`config.mk`:
```
export PLATFORM = sky130hd
export DESIGN_NAME = charset_fetch_sequencer
export DESIGN_NICKNAME = d
export VERILOG_FILES = /design/src/rtl/charset_fetch_sequencer.sv
export SDC_FILE = /design/constraint.sdc
export NUM_CORES = 1
export LEC_CHECK = 0
export BUFFER_PORTS_ARGS = -buffer_cell sky130_fd_sc_hd__buf_2
export CORE_AREA = 2 2 108 84
export DETAILED_ROUTE_END_ITERATION = 8
export DIE_AREA = 0 0 110 86
export PLACE_DENSITY_LB_ADDON = 0.1
export SKIP_CTS_REPAIR_TIMING = 1
export SLEW_MARGIN = 20
export SYNTH_ARGS = -nofsm -noshare
export SYNTH_HDL_FRONTEND = slang
export SYNTH_SLANG_ARGS = --single-unit
```
`constraint.sdc`:
```
create_clock -name clock -period 10 [get_ports clock]
set_input_delay 1 -clock clock [delete_from_list [all_inputs] [get_ports clock]]
set_output_delay 1 -clock clock [all_outputs]
set_load 0.03 [all_outputs]
```
`src/rtl/charset_fetch_sequencer.sv`:
```
// Text-mode character fetch sequencer: VRAM code fetch, charset ROM read, one-cell-ahead
// prefetch and MSB-first pixel shifter. Build macro CHARSET_INVERSE_EN: code bit 7 = inverse video.
module charset_fetch_sequencer #(
    parameter int unsigned AW   = 13,
    parameter int unsigned DW   = 8,
    parameter int unsigned COLS = 40
) (
    input  logic          clock,
    input  logic          reset_n,
    input  logic          ce,
    input  logic          line_start,
    input  logic [15:0]   line_base,
    input  logic [2:0]    row,
    input  logic [1:0]    bank,
    output logic          vram_req,
    output logic [15:0]   vram_addr,
    input  logic          vram_ack,
    input  logic [7:0]    vram_data,
    output logic          rom_ce,
    output logic [AW-1:0] rom_addr,
    input  logic [DW-1:0] rom_q,
    output logic          pix,
    output logic          pix_valid,
    output logic          busy,
    output logic          underrun
);
    localparam int unsigned BW = (DW > 1) ? $clog2(DW) : 1;
    localparam logic [BW-1:0] LAST_BIT = BW'(DW - 1);
    localparam logic [7:0]    LAST_COL = 8'(COLS - 1);
    localparam logic [7:0]    NUM_COLS = 8'(COLS);

    typedef enum logic [2:0] {IDLE, VREQ, ROMRD, ROMCAP, HOLD} state_t;

    state_t          state;
    logic            restart;
    logic [15:0]     base_q;
    logic [2:0]      row_q;
    logic [1:0]      bank_q;
    logic [7:0]      fetch_col;
    logic [7:0]      disp_cnt;
    logic [DW-1:0]   pf_data;
    logic            buf_full;
    logic [DW-1:0]   shreg;
    logic [BW-1:0]   bit_cnt;

    logic            boundary_c;
    logic            end_c;
    logic            first_c;
    logic            load_c;
    logic            urun_c;
    logic [7:0]      disp_next_c;
    logic            capture_c;
    logic [AW-1:0]   rom_addr_c;
    logic [DW-1:0]   glyph_c;

`ifdef CHARSET_INVERSE_EN
    logic            inv_q;
    assign rom_addr_c = AW'({bank_q, 1'b0, vram_data[6:0], row_q});
    assign glyph_c    = inv_q ? ~rom_q : rom_q;
`else
    assign rom_addr_c = AW'({bank_q, vram_data, row_q});
    assign glyph_c    = rom_q;
`endif

    // Cell-boundary decode; disp_next_c counts the cell that starts on this edge, so a
    // late byte for a slot already shown as an underrun is dropped rather than shown later.
    assign boundary_c  = pix_valid && ce && (bit_cnt == LAST_BIT);
    assign end_c       = boundary_c && (disp_cnt == NUM_COLS);
    assign first_c     = !pix_valid && busy && buf_full && ce && (disp_cnt == 8'd0);
    assign load_c      = first_c || (boundary_c && !end_c && buf_full);
    assign urun_c      = boundary_c && !end_c && !buf_full;
    assign disp_next_c = disp_cnt + {7'd0, (load_c || urun_c)};
    assign capture_c   = (state == ROMCAP) && (fetch_col >= disp_next_c);
    assign pix         = shreg[DW-1];

    always_ff @(posedge clock or negedge reset_n) begin
        if (!reset_n) begin
            state     <= IDLE;
            restart   <= 1'b0;
            base_q    <= '0;
            row_q     <= '0;
            bank_q    <= '0;
            fetch_col <= '0;
            disp_cnt  <= '0;
            pf_data   <= '0;
            buf_full  <= 1'b0;
            shreg     <= '0;
            bit_cnt   <= '0;
            vram_req  <= 1'b0;
            vram_addr <= '0;
            rom_ce    <= 1'b0;
            rom_addr  <= '0;
            pix_valid <= 1'b0;
            busy      <= 1'b0;
            underrun  <= 1'b0;
`ifdef CHARSET_INVERSE_EN
            inv_q     <= 1'b0;
`endif
        end else if (line_start) begin
            // An active line is aborted with one request-free cycle before the restart.
            base_q    <= line_base;
            row_q     <= row;
            bank_q    <= bank;
            fetch_col <= '0;
            disp_cnt  <= '0;
            buf_full  <= 1'b0;
            shreg     <= '0;
            bit_cnt   <= '0;
            rom_ce    <= 1'b0;
            pix_valid <= 1'b0;
            busy      <= 1'b1;
            underrun  <= 1'b0;
            vram_addr <= line_base;
            if (state == IDLE && !busy) begin
                state    <= VREQ;
                vram_req <= 1'b1;
                restart  <= 1'b0;
            end else begin
                state    <= IDLE;
                vram_req <= 1'b0;
                restart  <= 1'b1;
            end
        end else begin
            rom_ce <= 1'b0;
            case (state)
                IDLE: begin
                    if (restart) begin
                        state    <= VREQ;
                        vram_req <= 1'b1;
                        restart  <= 1'b0;
                    end
                end
                VREQ: begin
                    if (vram_ack) begin
                        vram_req <= 1'b0;
                        rom_ce   <= 1'b1;
                        rom_addr <= rom_addr_c;
`ifdef CHARSET_INVERSE_EN
                        inv_q    <= vram_data[7];
`endif
                        state    <= ROMRD;
                    end
                end
                ROMRD: state <= ROMCAP;
                ROMCAP: begin
                    if (fetch_col == LAST_COL) begin
                        state <= IDLE;
                    end else begin
                        fetch_col <= fetch_col + 8'd1;
                        vram_addr <= base_q + 16'(fetch_col) + 16'd1;
                        if (capture_c) begin
                            state <= HOLD;
                        end else begin
                            state    <= VREQ;
                            vram_req <= 1'b1;
                        end
                    end
                end
                HOLD: begin
                    if (!buf_full) begin
                        state    <= VREQ;
                        vram_req <= 1'b1;
                    end
                end
                default: state <= IDLE;
            endcase

            // Pixel shifter and cell accounting.
            if (end_c) begin
                shreg     <= '0;
                bit_cnt   <= '0;
                pix_valid <= 1'b0;
                busy      <= 1'b0;
                buf_full  <= 1'b0;
                state     <= IDLE;
                vram_req  <= 1'b0;
            end else if (load_c) begin
                shreg     <= pf_data;
                buf_full  <= 1'b0;
                bit_cnt   <= '0;
                pix_valid <= 1'b1;
                disp_cnt  <= disp_next_c;
            end else if (urun_c) begin
                shreg     <= '0;
                underrun  <= 1'b1;
                bit_cnt   <= '0;
                disp_cnt  <= disp_next_c;
            end else if (pix_valid && ce) begin
                shreg   <= {shreg[DW-2:0], 1'b0};
                bit_cnt <= bit_cnt + BW'(1);
            end

            // Capture wins over a same-edge load, so the refilled buffer is not lost.
            if (capture_c && !end_c) begin
                pf_data  <= glyph_c;
                buf_full <= 1'b1;
            end
        end
    end
endmodule

```
== After elaboration in Yosys (flattened, before gate mapping) ==
Index checks and enable logic that the tools add are counted.
Word-level totals
  register bits: 95
  bits of input ports: 42
  output and inout bits: 35
Operators by class
  add/subtract/negate cells: 5
  order comparisons: 1
  eq/ne operators: 15
  mux-type cells: 57
  bitwise operators: 1
  reductions and logical operators: 37
Operators by type and width (count)
  $mux 8: 12
  $mux 16: 3
  $mux 3: 12
  $mux 1: 28
  $ne 4x4->1 const B: 5
  $add 16x1->16 const B: 1
  $add 16x8->16: 1
  $eq 8x6->1 const B: 2
  $pmux 3 s5: 1
  $logic_and 1x1->1: 13
  $reduce_and 3->1: 3
  $add 8x1->8: 1
  $add 8x1->8 const B: 1
  $ge 8x8->1: 1
  $logic_not 8->1: 1
  $reduce_bool 2->1: 4
  $eq 3x2->1 const B: 2
  $eq 3x3->1 const B: 2
  $ne 2x2->1 const B: 3
  $reduce_and 2->1: 3
  $reduce_and 6->1: 1
  $reduce_bool 3->1: 2
  $reduce_bool 6->1: 1
  $reduce_bool 5->1: 1
  other kinds (8): 12

== Longest topological paths before layout ==
  word-level depth: 16
  gate-level depth with buffers: 18

== Worst setup path after synthesis ==
No wires, ideal clock.
  path kind: reg2reg
  start: reg disp_cnt[1]
  end: reg pf_data[0]
  library setup time: 0.125 ns
  data arrival time: 3.686 ns
  setup slack: 6.190 ns
  cell stages (with the launch flop): 14
  buffers on the path: 2
  clock period less this slack: 3.810 ns
  path through: dfrtp_1 buf_2 or4_4 o41ai_4 o21a_1 buf_4 inv_2 ha_1 ha_1 nand2b_1 a2111oi_0 o211ai_1 nand4_2 mux2_2
Between the ends
  word-level cells in the longest chain between the ends: 12
  elaborated cells between the ends (all ways): 15
  those cells by class: add/sub: 1; order compare: 1; eq/ne: 1; reduce/logical: 12
Ends and longest elaborated chain
  from (decl): RTL line 40  | logic [7:0] disp_cnt;
  from (signal assigned): RTL line 182  | disp_cnt <= disp_next_c;
  from (signal assigned): RTL line 187  | disp_cnt <= disp_next_c;
  $eq 8x6->1: RTL line 68  | assign end_c = boundary_c && (disp_cnt == NUM_COLS);
  $logic_and 1x1->1: RTL line 68
  $logic_not 1->1: RTL line 70, 71, 194
  $logic_and 1x1->1: RTL line 70, 71
  $logic_and 1x1->1: RTL line 70  | assign load_c = first_c || (boundary_c && !end_c && buf_full);
  $logic_or 1x1->1: RTL line 70
  $logic_or 1x1->1: RTL line 72  | assign disp_next_c = disp_cnt + {7'd0, (load_c || urun_c)};
  $add 8x1->8: RTL line 72
  $ge 8x8->1: RTL line 73  | assign capture_c = (state == ROMCAP) && (fetch_col >= disp_next_c);
  $logic_and 1x1->1: RTL line 73
  $logic_and 1x1->1 *: RTL line 194  | if (capture_c && !end_c) begin
  $reduce_and 2->1 (no line) *
  to (signal assigned): RTL line 195  | pf_data <= glyph_c;
  to (decl): RTL line 41  | logic [DW-1:0] pf_data;
Mark *: on every way between the ends. The rest lies on a longest branch, timed or not.
A chain may end at the register's enable or synchronous reset.

== Worst setup path in the final report ==
  start: reg disp_cnt[1]
  end: reg pf_data[7]
The elaborated chain is that of the path after synthesis.

==> metrics.txt <==
FF/Latch Area=0.00238 sq mm; hold depth=2; antenna violations before repair=0; reg2reg setup slack=between 5 and 6 ns; clock slew at reported path FFs=0.09 ns; Routed Antenna Nets=0; clk_lat worst skew=between 0.3 and 0.4 ns; WP buf/inv=1; P_leak=0.00276 uW; sequential area share after synthesis=0.484; Total Wirelength=10400 um; CTS Buf Count=9; min-delay src=rom_addr[6]$_DFFE_PN0P_; Critical Path RT=10.26 ns; Cell Count, Final, Fillers Out=697; Reg2Reg Launch Point=disp_cnt[1]$_DFFE_PN0P_; Initial Util=0.591; #FFs+latches synth=95; Final #Nets=648; core area=0.00831 sq mm; vias=roughly 3900; max-slew violation count=0; critical path class=register to register; synthesis warning total=0; DR pass1 iterations=4; Min-Delay Path Class=register to register; max incr delay on CP=0.77 ns; vias in the first global route=3859; crit share post-route=0.482; Post-Syn Area=0.00491 sq mm; min Tclk post-route=4.82 ns; CTS H-tree lvls=3; Cell variety after synth=52; number of sinks on the clock net=between 90 and 100; synth top area cells=dfrtp_1 (48%), nand2_1 (7.0%), ha_1 (5.3%); ys async rst share=1.00; GP Congestion=0.808; ant diodes=0; crit path from=disp_cnt[1]$_DFFE_PN0P_; max cap viols=0; WL/cell=roughly 15 um; f_max=207 MHz; largest net degree at the start of global routing=82; area occupied by multi-input gates=0.00236 sq mm; fill cell count=677; Buffers on Ports=76; worst-path cell with the longest stage delay=a2111oi_0; Placed Cells incl. Taps=681; first-pass GRT wire length=17500 um; delay-heaviest family, CP=compound AO/OA/AOI/OAI gates; Die Ht=between 80 and 90 um; skew final=0.00603 ns; DRC viols=0; Hold Crit Endpoint=rom_addr[6]$_DFFE_PN0P_; CP Cell Sequence=or4_4 > o41ai_4 > o21a_1 > inv_2 > ha_1 > ha_1 > nand2b_1 > a2111oi_0 > o211ai_1 > nand4_2 > mux2_2; pwr dens=181 mW/mm^2; worst-path fanout max=20; CTS tree=yes; growth of design area from synthesis to finish=13.6%; worst vdd ir=0.134 mV; vias per std cell=approximately 5.5; gr usage total=0.237; Die Wd=110 um; Post-DP HPWL=between 7000 and 8000 um; deepest clock path buffer count=2; final-report setup violation count=0; total negative setup slack=0 ns; Tightest Pin Transition=roughly 0.83 ns; I/O pin total=77; top_reg_cell synth=dfrtp_1; number of flops mapped to enable cells by yosys=0; total die area=around 0.0095 sq mm; Worst Setup Start Kind=register; Hold WS=0.477 ns; root cell of the clock tree=clkbuf_8; Yosys top cell area share=0.484; area leader, netlist=dfrtp_1; cell count after synthesis=between 500 and 600; crit-path most repeated cell=ha_1; syn_nets=about 580; Worst EP arrival=5.08 ns; Mapped Avg Cell Area=9.48 sq um; Slew headroom=0.430; status=completed; Worst R2R Path Depth=11; RSZ-0062 raised after global routing=no; FF-to-FF End=pf_data[7]$_DFFE_PN0P_; DRT iter0 DRCs=234; Final Hold Viols=0; layout cell share with drive strength beyond 1=0.197; row count=29; Critical Path End Type=register; grt total ovfl=0
## through the flow
step	cell area (sq um)	total power, uW	util	worst slack, ns
3_3_place_gp	5350	722	0.644	5.50
6_report	5580	1010	0.672	5.18
2_1_floorplan	4910	654	-	6.19
3_5_place_dp	5350	732	0.644	5.22
4_1_cts	5580	1020	0.672	5.17
5_1_grt	5580	1070	0.672	4.90
## placed cells by master, fill, tap and decap left out, drive strengths merged, types with 12 or more instances in the layout
| cell | n |
|---|---|
| nor2 | 31 |
| a21oi | 30 |
| nand3 | 19 |
| xor2 | 13 |
| dfrtp | 95 |
| buf | 79 |
| nand2 | 91 |
| inv | 19 |
| mux2 | 16 |
| o21ai | 53 |
| ha | 21 |
| mux2i | 12 |
## flip-flops by register name, indices dropped and copies added, names as in the netlist
register	cells
restart	1
rom_ce	1
base_q	16
bit_cnt	3
pf_data	8
shreg	8
busy	1
buf_full	1
state	3
row_q	3
pix_valid	1
vram_addr	16
fetch_col	8
disp_cnt	8
bank_q	2
vram_req	1
underrun	1
rom_addr	13
## routing by layer
metal  share of wire  track usage  vias to the layer above
met3           0.057       0.0631                        7
met4          0.0070       0.0598                        0
met5               0            0                        -
met1            0.47        0.321                     1840
met2            0.46        0.380                       95
li1                -            -                     1926
## cells by family (layout without fill, tap and decap cells)
group / Yosys count / count (layout) / share of synthesized area
buf+inv: 43 / 114 / 0.0362
flops: 95 / 95 / 0.484
compound gates: 109 / 109 / 0.131
simple gates: 198 / 198 / 0.189
mux: 28 / 28 / 0.0611
fa+ha+maj: 22 / 22 / 0.0576
xor+xnor: 23 / 23 / 0.0410
## worst max path at each step
stage / end / depth (start not counted)
after floorplan: pf_data[0]$_DFFE_PN0P_ / 13
after global placement: pf_data[5]$_DFFE_PN0P_ / 11
after detailed placement: pf_data[1]$_DFFE_PN0P_ / 11
after CTS: pf_data[1]$_DFFE_PN0P_ / 11
after global routing: pf_data[7]$_DFFE_PN0P_ / 11
final: pf_data[7]$_DFFE_PN0P_ / 11
## final cells by class
class / count / area share
tap: 108 / 0.0242
multi-input combinational: 380 / 0.423
clock buffer: 11 / 0.0271
sequential: 95 / 0.426
clock inverter: 5 / 0.0143
timing repair buffer: 79 / 0.0726
inverter: 19 / 0.0128
## worst reg2reg max path, delay by kind of cell, from the launching register on
family                     cells  cell delay [ns]
AOI/OAI and AO/OA              4             2.05
adders and majority gates      2             0.60
and+or+nand+nor                3             1.05
buffers and inverters          1             0.14
DFF                            1             0.49
muxes                          1             0.37
## synth_stat cells, types with 2 or more instances
library cell	count
a21o_1	6
a21oi_1	30
and3_1	7
clkbuf_1	19
dfrtp_1	95
ha_1	21
inv_1	18
mux2_2	16
mux2i_1	12
nand2_1	91
nand2b_1	8
nand3_1	19
nand3b_1	5
nand4_1	5
nor2_1	31
nor2b_1	3
nor3_1	8
nor3b_1	2
nor4_1	5
o21a_1	5
o21ai_0	31
o21ai_1	22
o21ba_1	2
o311ai_1	2
or3_1	6
or4_1	2
xnor2_1	10
xor2_1	13
## power breakdown
| part | internal [uW] | switching [uW] |
|---|---|---|
| Combinational | 82.3 | 157 |
| Sequential | 447 | 35.4 |
| Clock | 154 | 133 |
| Total | 683 | 326 |
Power figures use the tool's default switching activity.
